**src/rtl/lcu_pipe_pkg.sv**
```systemverilog
// Shared constants and chunk geometry helpers for the pipelined lookahead-carry unit.
// Optional build macro used by the top: LCU_PIPE_SKID_EN.
package lcu_pipe_pkg;

  localparam int WIDTH_DEF = 8;
  localparam int CHUNK_DEF = 4;

  function automatic int ceil_div(input int a, input int b);
    return (a + b - 1) / b;
  endfunction

  function automatic int nchunk(input int width, input int chunk);
    return ceil_div(width, chunk);
  endfunction

  function automatic int chunk_lo(input int k, input int chunk);
    return k * chunk;
  endfunction

  // The final chunk is narrower whenever CHUNK does not divide WIDTH.
  function automatic int chunk_width(input int k, input int width, input int chunk);
    int rem;
    rem = width - k * chunk;
    return (rem < chunk) ? rem : chunk;
  endfunction

endpackage

```
**src/rtl/lcu_pipe_if.sv**
```systemverilog
// Streaming handshake bundle for lcu_pipe: P/G/CI in, CO out, valid/ready on both sides.
interface lcu_pipe_if
  import lcu_pipe_pkg::*;
#(
  parameter int WIDTH = WIDTH_DEF
) ();

  logic             in_valid;
  logic             in_ready;
  logic [WIDTH-1:0] P;
  logic [WIDTH-1:0] G;
  logic             CI;
  logic             out_valid;
  logic             out_ready;
  logic [WIDTH-1:0] CO;

  modport master (
    output in_valid, P, G, CI, out_ready,
    input  in_ready, out_valid, CO
  );

  modport slave (
    input  in_valid, P, G, CI, out_ready,
    output in_ready, out_valid, CO
  );

endinterface

```
**src/rtl/lcu_pipe_stage.sv**
```systemverilog
// One pipeline stage: ripples carry across chunk STAGE and registers the partial result.
module lcu_pipe_stage
  import lcu_pipe_pkg::*;
#(
  parameter int WIDTH = WIDTH_DEF,
  parameter int CHUNK = CHUNK_DEF,
  parameter int STAGE = 0
) (
  input  logic             CLK,
  input  logic             SRST,
  input  logic             advance,
  input  logic             valid_in,
  input  logic [WIDTH-1:0] p_in,
  input  logic [WIDTH-1:0] g_in,
  input  logic [WIDTH-1:0] co_in,
  input  logic             carry_in,
  output logic             valid_q,
  output logic [WIDTH-1:0] p_q,
  output logic [WIDTH-1:0] g_q,
  output logic [WIDTH-1:0] co_q,
  output logic             carry_q
);

  localparam int LO = chunk_lo(STAGE, CHUNK);
  localparam int CW = chunk_width(STAGE, WIDTH, CHUNK);

  logic [WIDTH-1:0] co_nxt;
  logic             carry_nxt;

  always_comb begin
    co_nxt    = co_in;
    carry_nxt = carry_in;
    for (int i = 0; i < CW; i++) begin
      carry_nxt      = g_in[LO+i] | (p_in[LO+i] & carry_nxt);
      co_nxt[LO+i]   = carry_nxt;
    end
  end

  always_ff @(posedge CLK) begin
    if (SRST)
      valid_q <= 1'b0;
    else if (advance)
      valid_q <= valid_in;
  end

  // Data of bubble stages is don't-care; the top masks CO with out_valid.
  always_ff @(posedge CLK) begin
    if (advance) begin
      p_q     <= p_in;
      g_q     <= g_in;
      co_q    <= co_nxt;
      carry_q <= carry_nxt;
    end
  end

endmodule

```
**src/rtl/lcu_pipe.sv**
```systemverilog
// Pipelined lookahead-carry unit, one CHUNK-bit ripple per stage, global-stall flow control.
// Define LCU_PIPE_SKID_EN to add a 2-entry output skid buffer with a registered in_ready.
module lcu_pipe
  import lcu_pipe_pkg::*;
#(
  parameter int WIDTH = WIDTH_DEF,
  parameter int CHUNK = CHUNK_DEF
) (
  input logic       CLK,
  input logic       SRST,
  lcu_pipe_if.slave bus
);

  localparam int NCHUNK = nchunk(WIDTH, CHUNK);

  logic                          advance;
  logic [NCHUNK:0]               v_s;
  logic [NCHUNK:0]               c_s;
  logic [NCHUNK:0][WIDTH-1:0]    p_s;
  logic [NCHUNK:0][WIDTH-1:0]    g_s;
  logic [NCHUNK:0][WIDTH-1:0]    co_s;
  logic                          unused;

  assign v_s[0]  = bus.in_valid;
  assign c_s[0]  = bus.CI;
  assign p_s[0]  = bus.P;
  assign g_s[0]  = bus.G;
  assign co_s[0] = '0;

  for (genvar k = 0; k < NCHUNK; k++) begin : g_stage
    lcu_pipe_stage #(
      .WIDTH (WIDTH),
      .CHUNK (CHUNK),
      .STAGE (k)
    ) u_stage (
      .CLK      (CLK),
      .SRST     (SRST),
      .advance  (advance),
      .valid_in (v_s[k]),
      .p_in     (p_s[k]),
      .g_in     (g_s[k]),
      .co_in    (co_s[k]),
      .carry_in (c_s[k]),
      .valid_q  (v_s[k+1]),
      .p_q      (p_s[k+1]),
      .g_q      (g_s[k+1]),
      .co_q     (co_s[k+1]),
      .carry_q  (c_s[k+1])
    );
  end

  // Fully resolved by the last stage; the leftover slices and carry are dead ends.
  assign unused = ^{p_s[NCHUNK], g_s[NCHUNK], c_s[NCHUNK]};

`ifdef LCU_PIPE_SKID_EN
  logic [1:0]       cnt;
  logic [1:0]       cnt_nxt;
  logic             rd_ptr;
  logic             wr_ptr;
  logic             in_ready_q;
  logic             push;
  logic             pop;
  logic [WIDTH-1:0] mem [2];

  // Pipeline keeps flowing until the skid is full; skid is bypassed when empty.
  assign advance      = in_ready_q;
  assign bus.in_ready = in_ready_q;
  assign pop          = (cnt != 2'd0) && bus.out_ready;
  assign push         = advance && v_s[NCHUNK] && !((cnt == 2'd0) && bus.out_ready);
  assign cnt_nxt      = cnt + {1'b0, push} - {1'b0, pop};

  always_ff @(posedge CLK) begin
    if (SRST) begin
      cnt        <= 2'd0;
      rd_ptr     <= 1'b0;
      wr_ptr     <= 1'b0;
      in_ready_q <= 1'b1;
    end else begin
      cnt        <= cnt_nxt;
      in_ready_q <= (cnt_nxt != 2'd2);
      if (push) wr_ptr <= ~wr_ptr;
      if (pop)  rd_ptr <= ~rd_ptr;
    end
  end

  always_ff @(posedge CLK) begin
    if (push) mem[wr_ptr] <= co_s[NCHUNK];
  end

  assign bus.out_valid = (cnt != 2'd0) || v_s[NCHUNK];
  assign bus.CO        = (cnt != 2'd0) ? mem[rd_ptr] :
                         (v_s[NCHUNK] ? co_s[NCHUNK] : '0);
`else
  assign advance       = !v_s[NCHUNK] || bus.out_ready;
  assign bus.in_ready  = advance;
  assign bus.out_valid = v_s[NCHUNK];
  assign bus.CO        = v_s[NCHUNK] ? co_s[NCHUNK] : '0;
`endif

`ifndef SYNTHESIS
  a_in_stable : assert property (@(posedge CLK) disable iff (SRST)
    (bus.in_valid && !bus.in_ready) |=> ($stable(bus.P) && $stable(bus.G) && $stable(bus.CI)));
`endif

endmodule
```
**src/flat_wrapper.sv**
```systemverilog
// flat-port wrapper written by rule: the top's interface ports become plain ports
module lcu_pipe_flat import lcu_pipe_pkg::*;
#(
  parameter int WIDTH = WIDTH_DEF,
  parameter int CHUNK = CHUNK_DEF
)
  (CLK, SRST, bus_in_valid, bus_P, bus_G, bus_CI, bus_out_ready, bus_in_ready, bus_out_valid, bus_CO);
  lcu_pipe_if #(.WIDTH(WIDTH)) bus_i ();
  input logic CLK;
  input logic SRST;
  input wire logic [$bits(bus_i.in_valid)-1:0] bus_in_valid;
  input wire logic [$bits(bus_i.P)-1:0] bus_P;
  input wire logic [$bits(bus_i.G)-1:0] bus_G;
  input wire logic [$bits(bus_i.CI)-1:0] bus_CI;
  input wire logic [$bits(bus_i.out_ready)-1:0] bus_out_ready;
  output wire logic [$bits(bus_i.in_ready)-1:0] bus_in_ready;
  output wire logic [$bits(bus_i.out_valid)-1:0] bus_out_valid;
  output wire logic [$bits(bus_i.CO)-1:0] bus_CO;
  assign bus_i.in_valid = bus_in_valid;
  assign bus_i.P = bus_P;
  assign bus_i.G = bus_G;
  assign bus_i.CI = bus_CI;
  assign bus_i.out_ready = bus_out_ready;
  assign bus_in_ready = bus_i.in_ready;
  assign bus_out_valid = bus_i.out_valid;
  assign bus_CO = bus_i.CO;
  lcu_pipe #(.WIDTH(WIDTH), .CHUNK(CHUNK)) u_core (.CLK(CLK), .SRST(SRST), .bus(bus_i));
endmodule
```
**config.mk**
```make
export PLATFORM = sky130hd
export DESIGN_NAME = lcu_pipe_flat
export DESIGN_NICKNAME = d
export VERILOG_FILES = /design/src/rtl/lcu_pipe_pkg.sv /design/src/rtl/lcu_pipe_if.sv /design/src/rtl/lcu_pipe_stage.sv /design/src/rtl/lcu_pipe.sv /design/src/flat_wrapper.sv
export SDC_FILE = /design/constraint.sdc
export NUM_CORES = 1
export LEC_CHECK = 0
export BUFFER_PORTS_ARGS = -buffer_cell sky130_fd_sc_hd__buf_2
export CAP_MARGIN = 20
export CORE_UTILIZATION = 44
export CTS_BUF_LIST = sky130_fd_sc_hd__clkbuf_2
export DETAILED_ROUTE_END_ITERATION = 8
export PLACE_DENSITY = 0.73
export SETUP_SLACK_MARGIN = 0.02
export SKIP_LAST_GASP = 1
export SLEW_MARGIN = 20
export SYNTH_ARGS = -nofsm -noshare
export SYNTH_HDL_FRONTEND = slang
export SYNTH_SLANG_ARGS = --single-unit
```
**constraint.sdc**
```tcl
create_clock -name CLK -period 1.2 [get_ports CLK]
set_input_delay 0 -clock CLK [delete_from_list [all_inputs] [get_ports CLK]]
set_output_delay 0 -clock CLK [all_outputs]
set_load 0.01 [all_outputs]
```
==> out/metrics.cfg <==
[finish]
layout-drive-gt1-share_pct = 37.37
final_cell_area_sq_mm = 0.001209
multi_input_area_sq_um = 155.1
seqCellArea_sq_um = 641.9
fill_cells = 123
nets = 121
syn_to_final_growth_pct = 51.65
diodes = 0

[cts]
clock_latency_ns = 0.31
cts_buffers = 3
cts_tree = built
h-tree-depth = 1
clk_pin_slew_worst_paths_ns = 0.20
cts_root_buf = clkbuf_2
clk_path_buf_depth = 2
cts.sinks = 22

[pwr]
switching_power_uw = 282.7
irDropWorstVdd_mv = 0.7228
p_comb_share_pct = 12.2
leakage_uw = 0.0005420
clock_power_share_pct = 20.4
power_density_mw_per_mm2 = 1126
p_total_uw = 1361
p_int_uw = 1078
seqPwrFrac_pct = 67.4
swShare_pct = 20.77

[logic_synthesis]
syn_nets = 66
yosysWarnings = 0
netlist_area_sq_um = 797.0
synth.avg_cell_area_sq_um = 17.71
ys_seq_area_share_pct = 80.38
ys_ff_latch = 22
yosysUniqueCellTypes = 10
syn_inst = 45

[timing]
slew_violations = 0
fin_hold_ws_ns = 0.03972
finalSetupViolCount = 0
hold_viol = 0
fin_skew_ns = 0.01247
timing.final.crit_period_ns = 1.181
fin_crit_sh_pct = 98.38
max_slew_margin_pct = 86.97
fmax_ghz = 0.8471
worst_pin_slew_ns = 0.1955
fin_setup_tns_ns = 0
rsz0062_at_grt = yes

[floorplan]
core_region_area_sq_mm = 0.001708
dieArea_sq_mm = 0.001986
start_util_pct = 46.67
die_y_um = 44.56
io_pins = 31
fp-row-count = 15
dieWidth_um = 44.56

[route]
drc = 0
drt-initial-drc-count = 15
vias = 543
final_antenna_net_count = 0
wl_mm = 1.370
via_per_inst = 4.379
post_drt_wl_per_cell_um = 11.05
first_pass_iters = 4

[global_route]
grt_pass1_wl_mm = 2.249
grt_pass1_vias = 536
antenna_found_initial = 0
grt_max_degree = 24
grt_overflow = 0
track_usage_pct = 16.62

[critical_path]
crit_path_start = u_core.g_stage[0].u_stage.carry_q$_DFFE_PP_
cp.arrival_ns = 1.28
end_kind = register
crit_path_frequent_cell = a21o_1
cpPeakStageDelay_ns = 0.43
slowest_stage = edfxtp_1
critical_path_class = reg2reg
crit_chain = a21o_1, a21o_1, a31o_1
critPathRequiredTime_ns = 1.30
worst_r2r_startpoint = u_core.g_stage[0].u_stage.carry_q$_DFFE_PP_
reg2reg_slack_ns = 0.02
cp_max_fo = 3
startpoint_type = register

[place]
hpwl_um = 821.8
portBuffers = 30
gp_congestion = 0.5376
placed_area_sq_mm = 0.001008

[flow_run]
maxCapViolCount = 0

[outcome]
status = finished, final reports clean

[worst_hold_path]
min_from = bus_G[3]
hold_path.class = in2reg

## worst max-delay path: cells and delay by family (launching register included)
kind,cells,cell delay [ns]
AOI/OAI and AO/OA,3,0.54
DFF,1,0.43
## placed cells by master, fill, tap and decap left out
cell           Yosys  layout
buf_2              0      30
edfxtp_1          20      20
dlygate4sd3_1      0      18
and2_1             8       8
a21o_1             8       8
clkbuf_2           0       3
a31o_1             2       2
nand2b_2           0       1
inv_1              1       1
a21oi_1            1       1
mux2i_1            1       1
nor2_1             1       1
clkinv_1           0       1
buf_12             0       1
buf_4              0       1
dfxtp_1            2       1
dfxtp_2            0       1
## layout make-up
cell class,count,share of cell area (%)
Tap cell,25,2.588
Inverter,1,0.3106
Clock inverter,1,0.3106
Sequential cell,22,53.11
Clock buffer,3,1.242
Timing Repair Buffer,50,29.61
Multi-Input combinational cell,22,12.84
## repair_timing
item | CTS | global route
hold buffers | 18 | 0
gates cloned | 0 | 0
pin swaps | 3 | 1
hold endpoints to repair | 14 | 0
gates resized for setup | 0 | 1
setup endpoints to repair | 2 | 11
setup buffers | 0 | 0
## final timing paths
check                                                endpoint  cells past startpoint
hold / removal    u_core.g_stage[0].u_stage.carry_q$_DFFE_PP_                      3
setup / recovery  u_core.g_stage[1].u_stage.co_q[7]$_DFFE_PP_                      3
setup reg to reg  u_core.g_stage[1].u_stage.co_q[7]$_DFFE_PP_                      3
hold reg to reg   u_core.g_stage[1].u_stage.co_q[2]$_DFFE_PP_                      0
## through the flow
stage / util [%] / setup WS [ns] / std cells
final: 70.77 / 0.01948 / 124
after global routing: 70.77 / -0.02697 / 124
after CTS: 70.70 / -0.002503 / 124
after detailed placement: 59.05 / -0.02785 / 102
after global placement: 59.05 / 0.01407 / 102
after floorplan: - / 0.04025 / 45
## cell usage after synthesis
| cell | n | area (sq um) |
|---|---|---|
| inv_1 | 1 | 3.750 |
| edfxtp_1 | 20 | 600.6 |
| mux2i_1 | 1 | 10.01 |
| and2_1 | 8 | 50.05 |
| a21o_1 | 8 | 60.06 |
| a21oi_1 | 1 | 5.000 |
| nor2_1 | 1 | 3.750 |
| a31o_1 | 2 | 17.52 |
| dfxtp_1 | 2 | 40.04 |
| nand2b_1 | 1 | 6.260 |
## power by group through the flow
stage / Combinational [uW] / Sequential [uW] / Clock, uW
6_report: 166 / 917 / 277
5_1_grt: 184 / 924 / 318
4_1_cts: 166 / 918 / 290
3_5_place_dp: 121 / 936 / 0
3_3_place_gp: 117 / 932 / 0
2_1_floorplan: 53.6 / 932 / 0
## routing by layer
layer / global-route usage [%] / routed length [um] / up-vias
met5: 0 / 0 / -
met4: 9.091 / 4 / 0
met3: 2.449 / 42 / 2
met2: 28.24 / 737 / 19
met1: 20.39 / 585 / 243
li1: - / - / 279
## cells by family (layout without fill, tap and decap cells)
| logic type | count (synthesis) | in the layout | synth area share (%) |
|---|---|---|---|
| buffers and inverters | 1 | 55 | 0.4705 |
| flip-flops | 22 | 22 | 80.38 |
| AO/OA/AOI/OAI | 11 | 11 | 10.36 |
| AND/OR/NAND/NOR | 10 | 10 | 7.536 |
| multiplexers | 1 | 1 | 1.256 |
## sequential cells by signal (all words and copies together), names as in the netlist
register,cells
u_core.g_stage.u_stage.valid_q,2
u_core.g_stage.u_stage.carry_q,1
u_core.g_stage.u_stage.g_q,4
u_core.g_stage.u_stage.p_q,4
u_core.g_stage.u_stage.co_q,11
(Power assumes the default switching activity.)
